[src/rtl/nonce_tracker_pkg.sv]
// Shared types and helpers for the nonce tracker: the round tag carried through
// the hash-pipeline delay line and the processor index range check.
package nonce_pkg;

  localparam int NONCE_WIDTH_DEFAULT = 32;
  localparam int EPOCH_WIDTH_DEFAULT = 2;

  // Default-width tag; the tracker builds the same layout for its own widths.
  typedef struct packed {
    logic                           valid;
    logic [EPOCH_WIDTH_DEFAULT-1:0] epoch;
    logic [NONCE_WIDTH_DEFAULT-1:0] base;
  } round_tag_t;

  function automatic logic index_in_range(input logic [31:0] index,
                                          input logic [31:0] num_processors);
    return index < num_processors;
  endfunction

endpackage

[src/rtl/round_delay_line.sv]
// Fixed-latency shift register that carries each round's tag alongside the
// hash pipeline, so the tag emerges exactly when that round's result arrives.
module round_delay_line #(
  parameter int  DEPTH = 4,
  parameter type tag_t = nonce_pkg::round_tag_t
) (
  input  logic clk,
  input  logic rst,
  input  tag_t head,
  output tag_t tail
);

  tag_t stage [DEPTH];

  // NOTE: only the valid bits matter after reset, but clearing whole entries keeps
  // every stage under one async reset instead of mixing reset and non-reset flops.
  always_ff @(posedge clk or negedge rst) begin
    if (!rst) begin
      for (int i = 0; i < DEPTH; i++) stage[i] <= '0;
    end else begin
      stage[0] <= head;
      for (int i = 1; i < DEPTH; i++) stage[i] <= stage[i-1];
    end
  end

  assign tail = stage[DEPTH-1];

endmodule

[src/rtl/nonce_tracker.sv]
// Nonce bookkeeping between round issuer and result collector: tags rounds with
// base nonce and block epoch, rebuilds winning nonces and holds them for the consumer.
module nonce_tracker
  import nonce_pkg::*;
#(
  parameter int NUMPROCESSORS = 10,
  parameter int INDEXWIDTH    = 10,
  parameter int NONCEWIDTH    = 32,
  parameter int PIPEDEPTH     = 4,
  parameter int EPOCHWIDTH    = 2
) (
  input  logic                  clk,
  input  logic                  rst,
  input  logic                  valid_i,
  input  logic                  newblock_i,
  output logic [NONCEWIDTH-1:0] base_nonce_o,
  input  logic                  success_i,
  input  logic [INDEXWIDTH-1:0] processor_index_i,
  output logic                  found_valid_o,
  output logic [NONCEWIDTH-1:0] nonce_o,
  input  logic                  ready_i,
  output logic                  drop_o,
  output logic                  exhausted_o
);

  localparam int SUMWIDTH = ((NONCEWIDTH > INDEXWIDTH) ? NONCEWIDTH : INDEXWIDTH) + 1;
  localparam logic [NONCEWIDTH-1:0] STEP      = NONCEWIDTH'(NUMPROCESSORS);
  localparam logic [EPOCHWIDTH-1:0] EPOCH_ONE = EPOCHWIDTH'(1);

  typedef struct packed {
    logic                  valid;
    logic [EPOCHWIDTH-1:0] epoch;
    logic [NONCEWIDTH-1:0] base;
  } tag_t;

  logic [NONCEWIDTH-1:0] base_q;
  logic [EPOCHWIDTH-1:0] epoch_q;
  logic                  exhausted_q;
  logic                  found_q;
  logic                  drop_q;
  logic [NONCEWIDTH-1:0] nonce_q;

  logic                  newblock_issue;
  logic                  round_issue;
  logic                  pop;
  logic                  accept;
  logic [NONCEWIDTH:0]   base_next;
  logic [SUMWIDTH-1:0]   hit_sum;
  tag_t                  head;
  tag_t                  tail;

  assign newblock_issue = valid_i & newblock_i;
  assign round_issue    = valid_i & ~newblock_i & ~exhausted_q;
  assign base_nonce_o   = newblock_issue ? '0 : base_q;
  assign base_next      = {1'b0, base_q} + {1'b0, STEP};
  assign pop            = ready_i & found_q;

  // NOTE: every variable written in always_comb gets a default first, so no path
  // can leave it unassigned and infer a latch.
  always_comb begin
    head       = '0;
    head.valid = newblock_issue | round_issue;
    head.epoch = newblock_issue ? epoch_q + EPOCH_ONE : epoch_q;
    head.base  = base_nonce_o;
  end

  round_delay_line #(
    .DEPTH (PIPEDEPTH),
    .tag_t (tag_t)
  ) u_delay (
    .clk  (clk),
    .rst  (rst),
    .head (head),
    .tail (tail)
  );

  // The sum is wide enough for either operand, so any bit above NONCEWIDTH means a wrap.
  assign hit_sum = SUMWIDTH'(tail.base) + SUMWIDTH'(processor_index_i);
  assign accept  = tail.valid && (tail.epoch == epoch_q) && !newblock_issue && success_i
                && index_in_range(32'(processor_index_i), NUMPROCESSORS)
                && (hit_sum[SUMWIDTH-1:NONCEWIDTH] == '0);

  // NOTE: sequential state uses non-blocking assignments so every flop samples
  // pre-edge values regardless of statement order.
  always_ff @(posedge clk or negedge rst) begin
    if (!rst) begin
      base_q      <= '0;
      epoch_q     <= '0;
      exhausted_q <= 1'b0;
    end else if (newblock_issue) begin
      base_q      <= STEP;
      epoch_q     <= epoch_q + EPOCH_ONE;
      exhausted_q <= 1'b0;
    end else if (round_issue) begin
      if (base_next[NONCEWIDTH]) exhausted_q <= 1'b1;
      else                       base_q      <= base_next[NONCEWIDTH-1:0];
    end
  end

  always_ff @(posedge clk or negedge rst) begin
    if (!rst) begin
      found_q <= 1'b0;
      nonce_q <= '0;
      drop_q  <= 1'b0;
    end else begin
      drop_q <= 1'b0;
      if (newblock_issue) begin
        found_q <= 1'b0;
      end else if (accept) begin
        if (!found_q || pop) begin
          found_q <= 1'b1;
          nonce_q <= hit_sum[NONCEWIDTH-1:0];
        end else begin
          drop_q <= 1'b1;
        end
      end else if (pop) begin
        found_q <= 1'b0;
      end
    end
  end

  assign found_valid_o = found_q;
  assign nonce_o       = nonce_q;
  assign drop_o        = drop_q;
  assign exhausted_o   = exhausted_q;

endmodule

[config.mk]
export PLATFORM = sky130hd
export DESIGN_NAME = nonce_tracker
export DESIGN_NICKNAME = d
export VERILOG_FILES = /design/src/rtl/nonce_tracker_pkg.sv /design/src/rtl/round_delay_line.sv /design/src/rtl/nonce_tracker.sv
export SDC_FILE = /design/constraint.sdc
export NUM_CORES = 1
export LEC_CHECK = 0
export ABC_AREA = 0
export CORE_MARGIN = 5
export CORE_UTILIZATION = 61
export DETAILED_ROUTE_END_ITERATION = 8
export PLACE_DENSITY_LB_ADDON = 0.1
export SKIP_LAST_GASP = 1
export SYNTH_ARGS = -nofsm -noshare
export SYNTH_HDL_FRONTEND = slang
export SYNTH_SLANG_ARGS = --single-unit
[constraint.sdc]
create_clock -name clk -period 7.5 [get_ports clk]
set_clock_uncertainty 0.1 [all_clocks]
set_input_delay 1.125 -clock clk [delete_from_list [all_inputs] [get_ports clk]]
set_output_delay 1.125 -clock clk [all_outputs]
set_load 0.005 [all_outputs]
Word level (Yosys, flattened, before mapping)
Cells that the tools add are included.
{"block": "word_totals", "ff_bits": 207, "in_bits": 16, "output_inout_bits": 67, "elab_cells": 62}
{"block": "classes", "n_addsub": 3, "order_cmp": 1, "eq_ne": 3, "n_mux": 14, "bitwise_logic": 9, "reduce_logical": 15}
{"op": "two-way mux 32 bit", "count": 4}
{"op": "adder 32 x 10 -> 33 bit", "count": 1}
{"op": "adder 32 x 4 -> 33 bit, second input constant", "count": 1}
{"op": "< comparator 10 x 4 -> 1 bit, second input constant", "count": 1}
{"op": "two-way mux 1 bit", "count": 10}
{"op": "AND reduction 2 bit", "count": 3}
{"op": "logical AND 1 bit", "count": 5}
{"op": "bitwise AND 1 bit", "count": 4}
{"op": "inverter 1 bit", "count": 4}
{"op": "nonzero test 2 bit", "count": 2}
{"op": "!= test 3 x 2 -> 1 bit, second input constant", "count": 1}
{"op": "AND reduction 3 bit", "count": 1}
{"op": "nonzero test 3 bit", "count": 1}
{"op": "adder 2 x 1 -> 2 bit, second input constant", "count": 1}
{"op": "equality test 2 bit", "count": 1}
{"op": "zero test 1 bit", "count": 2}
{"op": "!= test 2 bit, second input constant", "count": 1}
{"op": "logical OR 1 bit", "count": 1}
{"op": "OR 1 bit", "count": 1}

Longest topological paths before layout
Gate-level depths: netlist (run 1).
{"block": "logic_depth", "ltp_word": 8, "ltp_mapped": 9, "mapped_depth_nobuf": 8}

Modules after synthesis
A second synthesis (run 1) with hierarchy kept.
{"block": "unflattened", "hier_cells": 703, "area_unflattened_um2": 8313.0}
{"mod": "nonce_tracker", "n_inst": 1, "cells_each": 528, "area_per_inst_um2": 4546.9, "seq_area_each_um2": 1701.6}
{"mod": "round_delay_line", "n_inst": 1, "cells_each": 175, "area_per_inst_um2": 3766.1, "seq_area_each_um2": 3503.4}

Worst setup path after synthesis (run 1)
No wires, ideal clock.
{"block": "synth_timing", "path_kind": "input port to flip-flop", "from": "input port processor_index_i[0]", "to": "register nonce_q[11] (netlist: nonce_o[11])", "setup_ps": 125, "arrival_ps": 3199, "t_required_ps": 7275, "slack_ps": 4076, "stages": 8, "n_path_buf": 0, "cell_sequence": "ha_1 -> fa_1 -> a211oi_1 -> o21ai_1 -> o211ai_2 -> nand2_1 -> a41oi_2 -> mux2_2"}
{"block": "synth_via", "elab_chain_len": 4, "elab_cells_between_ends": 6, "cone_classes": "1 x add/sub; 1 x order compare; 1 x bitwise; 3 x reduce/logical"}
{"item": "from (decl)", "line": "nonce_tracker.sv:18", "source": "input logic [INDEXWIDTH-1:0] processor_index_i,"}
{"item": "adder 32 x 10 -> 33 bit or < comparator 10 x 4 -> 1 bit (tied branches)", "line": "nonce_tracker.sv:78, nonce_tracker_pkg.sv:17"}
{"item": "inverter 1 bit or logical AND 1 bit (tied branches)", "line": "nonce_tracker.sv:81, nonce_tracker.sv:80"}
{"item": "logical AND 1 bit", "line": "nonce_tracker.sv:81", "source": "&& (hit_sum[SUMWIDTH-1:NONCEWIDTH] == '0);"}
{"item": "AND reduction 3 bit (no line)"}
{"item": "to (signal assigned)", "line": "nonce_tracker.sv:112", "source": "nonce_q <= hit_sum[NONCEWIDTH-1:0];"}
{"item": "to (decl)", "line": "nonce_tracker.sv:41", "source": "logic [NONCEWIDTH-1:0] nonce_q;"}
Several ways; a longest one is shown, not always the timed one.
A chain may end at the register's enable or synchronous reset.

Worst setup path after layout (run 1)
{"block": "layout_timing", "from": "input port processor_index_i[0]", "to": "register nonce_q[9] (netlist: nonce_o[9])"}
The elaborated chain is that of the path after synthesis.

==> impl_metrics.py, run 1 <==
metrics = {
    "yosys": {
        "synth_warnings": 0,
        "seq_area_frac_synth": 0.639,
        "synth_seq_cells": 206,
        "yosysUniqueCellTypes": 65,
        "synthDominantCellAreaShare": 0.639,
        "synth_area_leader_cell": "dfrtp_1",
        "netlist_top_cells_area": "dfrtp_1 (64%), mux2_2 (4.0%), xnor2_1 (3.6%), buf_4 (3.0%), and2_1 (2.4%)",
        "syn_inst": 612,
        "asyncSetResetFlopFracSynth": 1.00,
        "post_synth_edffs": 0,
        "syn_area_um2": 8060,
        "ys.flop_type": "dfrtp_1",
        "syn_avg_cell_area_um2": 13.2,
    },
    "final_layout": {
        "layout.cells.most_common_list": "dfrtp_1 (206), clkdlybuf4s50_1 (80), nor2_1 (37)",
        "syn_to_final_growth_pct": 18.4,
        "stdcell_count": 862,
        "final_net_count": 701,
        "post_route_cells_drive_above_1_share": 0.141,
        "final.fill_count": 828,
        "final_common_cell": "dfrtp_1",
        "diodes": 0,
    },
    "min_path": {
        "hp-start": "u_delay.stage[106]",
        "holdCritPathClass": "flop to flop",
    },
    "worst_setup_path": {
        "worstPathRequired_ps": 7760,
        "regToRegEndpoint": "nonce_o[9]",
        "timing.critical_path.slowest_stage_cell": "nor2_2",
        "r2r_cells": 8,
        "maximum_net_fanout_on_the_critical_path": 23,
        "critical_path.startpoint_type": "input pin",
        "criticalPathCategory": "input pin to flop",
        "startpoint": "processor_index_i[0]",
        "cp_num_cells": 9,
        "timing.critical_path.to_type": "flop",
        "reg2reg_from": "u_delay.tail[0]",
        "rrSetupSlack_ps": 3840,
        "critPathArrivalTime_ps": 4640,
        "cp_cell_sequence": "clkdlybuf4s50_1, ha_1, fa_1, a211oi_1, o21ai_1, o211ai_2, a2111oi_4, nor2_2, mux2_2",
        "cpLargestDelayFamily": "compound AO/OA/AOI/OAI gates",
        "timing.critical_path.to": "nonce_o[9]",
        "critical_path_buf_inv_count": 1,
        "critPathMaxStageDelay_ps": 870,
    },
    "power_and_ir_drop": {
        "power_frac_comb": 0.081,
        "total_switching_power_uw": 563,
        "power.share.clock": 0.433,
        "static-leakage-power_uw": 0.00443,
        "cellInternalPower_uw": 1960,
        "pwr-share-seq": 0.486,
        "power.total_uw": 2520,
        "power_density_nw_per_um2": 264,
        "power.switching_fraction": 0.223,
        "peakVddDrop_mv": 0.223,
    },
    "timing": {
        "rsz0062_at_grt": "false",
        "worst_slew_pin_slew_ps": 1110,
        "timing.final.hold_violations": 0,
        "worst_slack_ps": 3120,
        "slew-limit-headroom": 0.260,
        "timing.final.setup_violations": 0,
        "timing.setup.tns_ps": 0,
        "fmax_mhz": 228,
        "final_cycle_utilization_of_the_critical_path": 0.584,
        "period_minus_slack_ps": 4380,
        "final_max_slew_viol_count": 0,
    },
    "routing": {
        "detail_route.drc_violations": 0,
        "count_of_vias_placed_by_the_detailed_router": 4612,
        "met3RoutedLength_um": 732,
        "routed_length_per_instance_um": 17.1,
        "routed_wirelength_mm": 14.7,
        "top_layer": "met4",
        "first_pass_iters": 4,
        "drt-vias-per-instance": 5.35,
        "met2_wirelength_mm": 7.21,
        "route.layer.met1.wl_mm": 6.42,
        "antenna_left": 0,
        "first_iter_violations": 343,
    },
    "clock_tree": {
        "cts.sinks": 206,
        "clock_transition_time_at_the_flip_flop_clock_pins_of_the_worst_setup_and_hold_paths_ps": 60,
        "ctsRootBufferMaster": "clkbuf_16",
        "max-clock-path-buffers": 3,
        "clk-insertion-delay-late_ps": 480,
        "post_cts_buffers": 0,
        "postCtsResizedCells": 0,
        "clock_tree.htree_level_count": 1,
        "tritoncts": "built",
        "cts_made_buffers": 21,
        "postCtsHoldBufs": 0,
    },
    "grt": {
        "grt-ovfl-total": 0,
        "grt_pass1_wl_mm": 25.1,
        "grt_start_max_net_pins": 112,
        "grt.total_usage": 0.193,
        "antenna_violations_before_repair": 0,
        "grt_pass1_vias": 4986,
    },
    "placed_design": {
        "numPlacedInstances": 826,
        "place_worst_setup_slack_ps": 2620,
        "gp_routability_congestion": 0.842,
        "hpwl_mm": 9.50,
        "port_buffer_cells": 81,
    },
    "run": {
        "max_cap_viol_count": 0,
    },
    "floorplan": {
        "design.core.area_um2": 13100,
        "die_x_um": 125,
        "die-area_um2": 15600,
        "floorplan.die.height_um": 125,
        "initial_utilization": 0.616,
        "ios": 83,
        "placement_rows": 42,
    },
    "run_status": {
        "run_status": "complete, no violations",
    },
}
## worst min-delay path by stage
stage               cells after the start  slack [ps]                 end
floorplan                               0         230  u_delay.stage[100]
global placement                        0         230   u_delay.stage[60]
detailed placement                      0         230  u_delay.stage[101]
CTS                                     0         240   u_delay.stage[49]
global route                            0         250   u_delay.stage[72]
finish                                  0         240   u_delay.stage[71]
## area by class of cell
cell class / instances / area (um2) / area share
Clock buffer: 24 / 567 / 0.0594
Clock inverter: 12 / 171 / 0.0180
Inverter: 11 / 41.3 / 0.00433
Multi-Input combinational cell: 348 / 2550 / 0.267
Sequential cell: 206 / 5150 / 0.540
Tap cell: 176 / 220 / 0.0231
Timing Repair Buffer: 85 / 845 / 0.0885
## sequential cells by signal, indices dropped and copies added (netlist names)
name / cells
u_delay.stage: 105
found_valid_o: 1
base_q: 31
drop_o: 1
nonce_o: 32
exhausted_o: 1
u_delay.tail: 35
## routing by layer
layer	vias up	global-route usage
li1	2200	-
met1	2273	0.254
met2	107	0.324
met3	32	0.0422
met4	0	0.0631
met5	-	0
## cell usage after synthesis (4+ instances only)
master and number:
nor2_1 37, xnor2_1 33, nand2_1 27, dfrtp_1 206
inv_1 10, nor4_1 4, buf_4 32, xor2_1 19
clkbuf_1 10, ha_1 11, a211oi_1 8, a31oi_1 8
and4_1 5, nor4_2 4, nand3_1 15, or3_1 4
nand4_1 7, a21o_1 6, o21ai_0 7, nor3_1 13
a21oi_1 22, and2_1 31, mux2_2 29, nor3b_1 5
## cell families (layout without fill, tap and decap cells)
kind of cell / Yosys count / count (layout) / share of synthesized area
flip-flops: 206 / 206 / 0.639
AND/OR/NAND/NOR: 180 / 180 / 0.132
AO/OA/AOI/OAI: 68 / 68 / 0.0590
buffers and inverters: 59 / 132 / 0.0455
XOR/XNOR: 52 / 52 / 0.0565
multiplexers: 34 / 34 / 0.0481
adder cells (fa/ha/maj): 12 / 12 / 0.0195
other: 1 / 2 / 0.000465
## through the flow
stage                util  hold slack, ps  area (um2)
global placement    0.673             232        8810
CTS                 0.729             244        9550
detailed placement  0.673             235        8810
floorplan               -             231        8070
finish              0.729             245        9550
global route        0.729             250        9550
## power groups by stage
stage          clock, uW  sequential [uW]  combinational, uW
6_report            1090             1220                205
5_1_grt             1170             1230                227
4_1_cts             1120             1220                207
3_5_place_dp           0             1240                203
3_3_place_gp           0             1240                195
2_1_floorplan          0             1230                127
(Power assumes the default switching activity.)
==> inputs of run 2 (changes only) <==
--- a/config.mk
+++ b/config.mk
@@ -7,7 +7,7 @@
 export LEC_CHECK = 0
 export ABC_AREA = 0
 export CORE_MARGIN = 5
-export CORE_UTILIZATION = 61
+export CORE_UTILIZATION = 56
 export DETAILED_ROUTE_END_ITERATION = 8
 export PLACE_DENSITY_LB_ADDON = 0.1
 export SKIP_LAST_GASP = 1
==> constraint.sdc (replaced) <==
create_clock -name clk -period 4.1 [get_ports clk]
set_clock_uncertainty 0.1 [all_clocks]
set_input_delay 0.615 -clock clk [delete_from_list [all_inputs] [get_ports clk]]
set_output_delay 0.615 -clock clk [all_outputs]
set_load 0.005 [all_outputs]
==> impl_metrics.py, run 2 (synthesized netlist as in run 1, its figures left out) <==
metrics = {
    "run_status": {
        "run_status": "complete, no violations",
    },
    "final_layout": {
        "largest_register_ffs": 105,
        "syn_to_final_growth_pct": 18.4,
        "final_net_count": 707,
        "post_route_cells_drive_above_1_share": 0.145,
        "final_common_cell": "dfrtp_1",
        "final.fill_count": 995,
        "layout.cells.most_common_list": "dfrtp_1 (206), clkdlybuf4s50_1 (80), nor2_1 (37)",
        "diodes": 0,
        "regMostFlops": "u_delay.stage",
    },
    "floorplan": {
        "ios": 83,
        "floorplan.die.height_um": 130,
        "initial_utilization": 0.576,
        "placement_rows": 43,
        "die-area_um2": 16900,
        "die_x_um": 130,
        "design.core.area_um2": 14000,
    },
    "timing": {
        "timing.final.setup_violations": 0,
        "rsz0062_at_grt": "false",
        "timing.final.hold_violations": 0,
        "worst_slew_pin_slew_ps": 832,
        "fmax_mhz": 298,
        "period_minus_slack_ps": 3360,
        "slew-limit-headroom": 0.444,
        "final_max_slew_viol_count": 0,
        "final_cycle_utilization_of_the_critical_path": 0.819,
        "timing.setup.tns_ps": 0,
    },
    "worst_setup_path": {
        "critPathMaxStageDelay_ps": 570,
        "worstPathRequired_ps": 3380,
        "critPathArrivalTime_ps": 2640,
        "worst_path_most_repeated_cell": "clkdlybuf4s50_1",
        "cp_cell_sequence": "clkdlybuf4s50_1, nand2_1, and2_1, clkdlybuf4s50_1",
        "maximum_net_fanout_on_the_critical_path": 30,
        "critical_path.startpoint_type": "input pin",
        "timing.critical_path.to_type": "primary output",
        "timing.critical_path.slowest_stage_cell": "clkdlybuf4s50_1",
        "criticalPathCategory": "input pin to primary output",
    },
    "power_and_ir_drop": {
        "static-leakage-power_uw": 0.00444,
        "power_density_nw_per_um2": 463,
        "peakVddDrop_mv": 0.289,
        "power.total_uw": 4420,
    },
    "routing": {
        "drt-vias-per-instance": 5.27,
        "count_of_vias_placed_by_the_detailed_router": 4595,
        "routed_length_per_instance_um": 15.9,
        "first_pass_iters": 4,
        "routed_wirelength_mm": 13.9,
        "antenna_left": 0,
        "first_iter_violations": 285,
        "detail_route.drc_violations": 0,
    },
    "clock_tree": {
        "tritoncts": "built",
        "ctsRootBufferMaster": "clkbuf_16",
        "clk-insertion-delay-late_ps": 490,
        "cts.sinks": 206,
        "clock_transition_time_at_the_flip_flop_clock_pins_of_the_worst_setup_and_hold_paths_ps": 60,
        "cts_made_buffers": 21,
        "postCtsResizedCells": 0,
        "max-clock-path-buffers": 3,
        "clock_tree.htree_level_count": 1,
    },
    "grt": {
        "groute.layer.met2.usage": 0.268,
        "grt_use_met1": 0.249,
        "grt-ovfl-total": 0,
        "grt.met3_usage": 0.0332,
        "antenna_violations_before_repair": 0,
        "grt_pass1_wl_mm": 23.5,
        "busiest_layer": "met2",
        "grt.total_usage": 0.174,
        "grt_start_max_net_pins": 103,
        "grt_pass1_vias": 4774,
    },
    "run": {
        "max_cap_viol_count": 0,
    },
    "placed_design": {
        "port_buffer_cells": 81,
        "gp_routability_congestion": 0.872,
        "hpwl_mm": 9.64,
    },
    "min_path": {
        "holdCritPathClass": "flop to flop",
    },
}
==> run 2: changes by cell type in the layout (fill, tap and decap cells not counted) <==
| cell | before | now |
|---|---|---|
| buf_12 | 0 | 1 |
| buf_4 | 4 | 8 |
| bufinv_16 | 4 | 1 |
| clkbuf_1 | 0 | 2 |
| clkbuf_8 | 4 | 5 |
| clkinv_4 | 1 | 3 |
| clkinvlp_4 | 3 | 0 |
| dlygate4sd3_1 | 0 | 1 |
| inv_6 | 0 | 1 |
==> run 2: layout make-up <==
cell class | count | area, um2 | share of cell area
Tap cell | 180 | 225 | 0.0236
Clock buffer | 27 | 588 | 0.0616
Clock inverter | 9 | 85.1 | 0.00891
Timing Repair Buffer | 91 | 905 | 0.0948
Multi-Input combinational cell | 348 | 2550 | 0.267
Sequential cell | 206 | 5150 | 0.540
Inverter | 11 | 41.3 | 0.00433
==> run 2: where the power goes <==
group          leakage [uW]  total (uW)  switching (uW)  internal [uW]
sequential          0.00279        2230            68.6           2160
combinational       0.00132         371             195            176
clock              0.000337        1810             735           1080
total               0.00444        4420             998           3420
==> run 2: worst paths after layout <==
| check | startpoint | to | slack [ps] | cells past startpoint |
|---|---|---|---|---|
| setup / recovery | valid_i | base_nonce_o[12] | 740 | 4 |
| hold / removal | u_delay.stage[80] | u_delay.stage[45] | 250 | 0 |
| setup reg to reg | u_delay.tail[0] | nonce_o[13] | 1190 | 8 |
| hold reg to reg | u_delay.stage[80] | u_delay.stage[45] | 250 | 0 |
| max in group asynchronous | rst | u_delay.stage[134] | 2380 | 3 |
| min in group asynchronous | rst | nonce_o[1] | 560 | 2 |
==> run 2: stage by stage <==
step           worst slack [ps]  hold slack, ps  utilization  std cells  cell area, um2
3_3_place_gp                537             232        0.634        835            8860
5_1_grt                     614             249        0.682        872            9550
2_1_floorplan              1190             219            -        613            8070
6_report                    741             245        0.682        872            9550
4_1_cts                     728             245        0.682        872            9550
3_5_place_dp                481             235        0.634        835            8860
==> run 2: repair_timing <==
action,CTS,global route
hold endpoints to repair,21,0
hold buffers,1,0
setup buffers,0,0
==> run 2: critical path: cells and delay by family <==
family / cells / cell delay, ps
simple gates: 2 / 990
buf+inv: 2 / 1030
==> run 2: metal layers <==
layer	vias up	routed length, um
met1	2253	6370
li1	2206	-
met5	-	0
met2	110	6470
met4	0	327
met3	26	717
==> RTL edit, RTL diff (config.mk and constraints of run 1) <==
Reset style: synchronous (`rst`), changed in 3 clocked blocks. Comments in the files are not updated.
--- a/src/rtl/round_delay_line.sv
+++ b/src/rtl/round_delay_line.sv
@@ -16,3 +16,3 @@
   // every stage under one async reset instead of mixing reset and non-reset flops.
-  always_ff @(posedge clk or negedge rst) begin
+  always_ff @(posedge clk) begin
     if (!rst) begin
--- a/src/rtl/nonce_tracker.sv
+++ b/src/rtl/nonce_tracker.sv
@@ -84,3 +84,3 @@
   // pre-edge values regardless of statement order.
-  always_ff @(posedge clk or negedge rst) begin
+  always_ff @(posedge clk) begin
     if (!rst) begin
@@ -99,3 +99,3 @@
 
-  always_ff @(posedge clk or negedge rst) begin
+  always_ff @(posedge clk) begin
     if (!rst) begin
Function: differs if rst is asserted again (counterexample within 4 cycles, from zero or initial values and one cycle with rst low); with rst held inactive, the same outputs for 4 cycles.
==> RTL edit against run 1 <==
First-iteration DRC count up 2.6%. Sequential cell count down 4. Synthesized cell count up 30%. Design area down 4.5%. Count of clock-buffer cells in the layout up 1. Highest routed layer unchanged. Wire length down 1.7%. Synthesized area down 4.1%. Setup slack better by 330 ps. Core utilization down 0.088 points.
Power is not compared: it rests on default switching activity, and its combinational part moved more than twofold at a synthesized area within 25%.
==> RTL edit: results (changes against run 1) <==
FFs w/ async S/R, synth: 0 (-1.000)
dpl hpwl: 9.452 mm (-0.47%)
Synth cell types: 49 (-25%)
CP delay by family, top: buffers and inverters
WHS Path Cells: 1 (+1)
largest cells by area after synthesis: dfxtp_1 52%, and2_1 11%, buf_4 3.2%
GRT Overall Usage: 0.1992 (+0.006045)
Critical path origin: valid_i
R2R depth: 7 (-1)
max FFs per register: 135 (+29%)
Hold Path Origin: u_delay.stage[2][32]
Hold EP: u_delay.stage[3][32]
wire per inst: 14.19 um (-17%)
r2r setup slk: 4570 ps (+730 ps)
placed cell areas: 8382 um2 (-4.8%)
top cells by count, synth: 202 x dfxtp_1, 137 x and2_1, 49 x nand2_1, 49 x nor2_1, 37 x and3_1
largest net degree at the start of global routing: 142 (+27%)
CP max stage cell: clkdlybuf4s50_1
crit path DAT: 2830 ps (-1810 ps)
Post CTS Setup Buffer Count: 0 (unchanged)
CTS H-Tree Depth: 1 (unchanged)
CP peak stage delay: 510 ps (-360 ps)
ys flop type: dfxtp_1
post-synthesis sequential area ratio: 0.5227 (-0.1165)
number of nets in the layout: 861 (+23%)
Vias/cell: 5.226 (-2.3%)
relative slew slack: 0.2544 (-0.005969)
worst reg2reg endpoint: nonce_o[31]
drt first-iter violations: 352 (+2.6%)
reg2reg start: u_delay.stage[3][2]
row count: 41 (-2.4%)
status: completed
-- RTL edit: changes by cell type after synthesis, moves of 9 or more --
cell             run 1  this run
a211oi_2             0         9
a21oi_1             22        36
and2_1              31       137
and3_1               3        37
clkbuf_1            10        31
dfrtp_1            206         0
dfxtp_1              0       202
mux2_2              29         0
nand2_1             27        49
nor2_1              37        49
o21ai_0              7        19
-- RTL edit: metal layers --
layer  track usage  part of all wire
met1        0.2700              0.45
met2        0.3329              0.47
met3       0.03226             0.061
met4       0.05318             0.019
met5             0                 0
-- RTL edit: stage by stage --
| step | cells | utilization | power (mW) | hold slack, ps | worst slack (ps) |
|---|---|---|---|---|---|
| after floorplan | 797 | - | 1.143 | 311.9 | 4399 |
| after global placement | 983 | 0.6696 | 1.159 | 313.2 | 3383 |
| after detailed placement | 983 | 0.6696 | 1.161 | 316.9 | 3310 |
| after CTS | 1019 | 0.7286 | 2.250 | 328.3 | 3465 |
| after global routing | 1019 | 0.7286 | 2.312 | 336.5 | 3324 |
| final | 1019 | 0.7286 | 2.230 | 325.4 | 3450 |
-- RTL edit: cells by family (layout without fill, tap and decap cells) --
kind of cell / after synthesis / count (layout) / synth area share
other: 1 / 1 / 0.0004847
buffers and inverters: 81 / 131 / 0.05725
XOR/XNOR: 52 / 52 / 0.05887
adder cells (fa/ha/maj): 11 / 11 / 0.01876
multiplexers: 1 / 1 / 0.001294
flip-flops: 202 / 202 / 0.5227
AND/OR/NAND/NOR: 358 / 358 / 0.2606
AO/OA/AOI/OAI: 91 / 91 / 0.08006
-- RTL edit: area by class of cell --
type / instances / area [um2]
clock buffers: 25 / 550.5
fillers: 931 / 3397
clock inverters: 11 / 187.7
well taps: 172 / 215.2
multi-input cells: 514 / 3249
flip-flops and latches: 202 / 4044
inverters: 10 / 37.54
repair buffers: 85 / 835.8
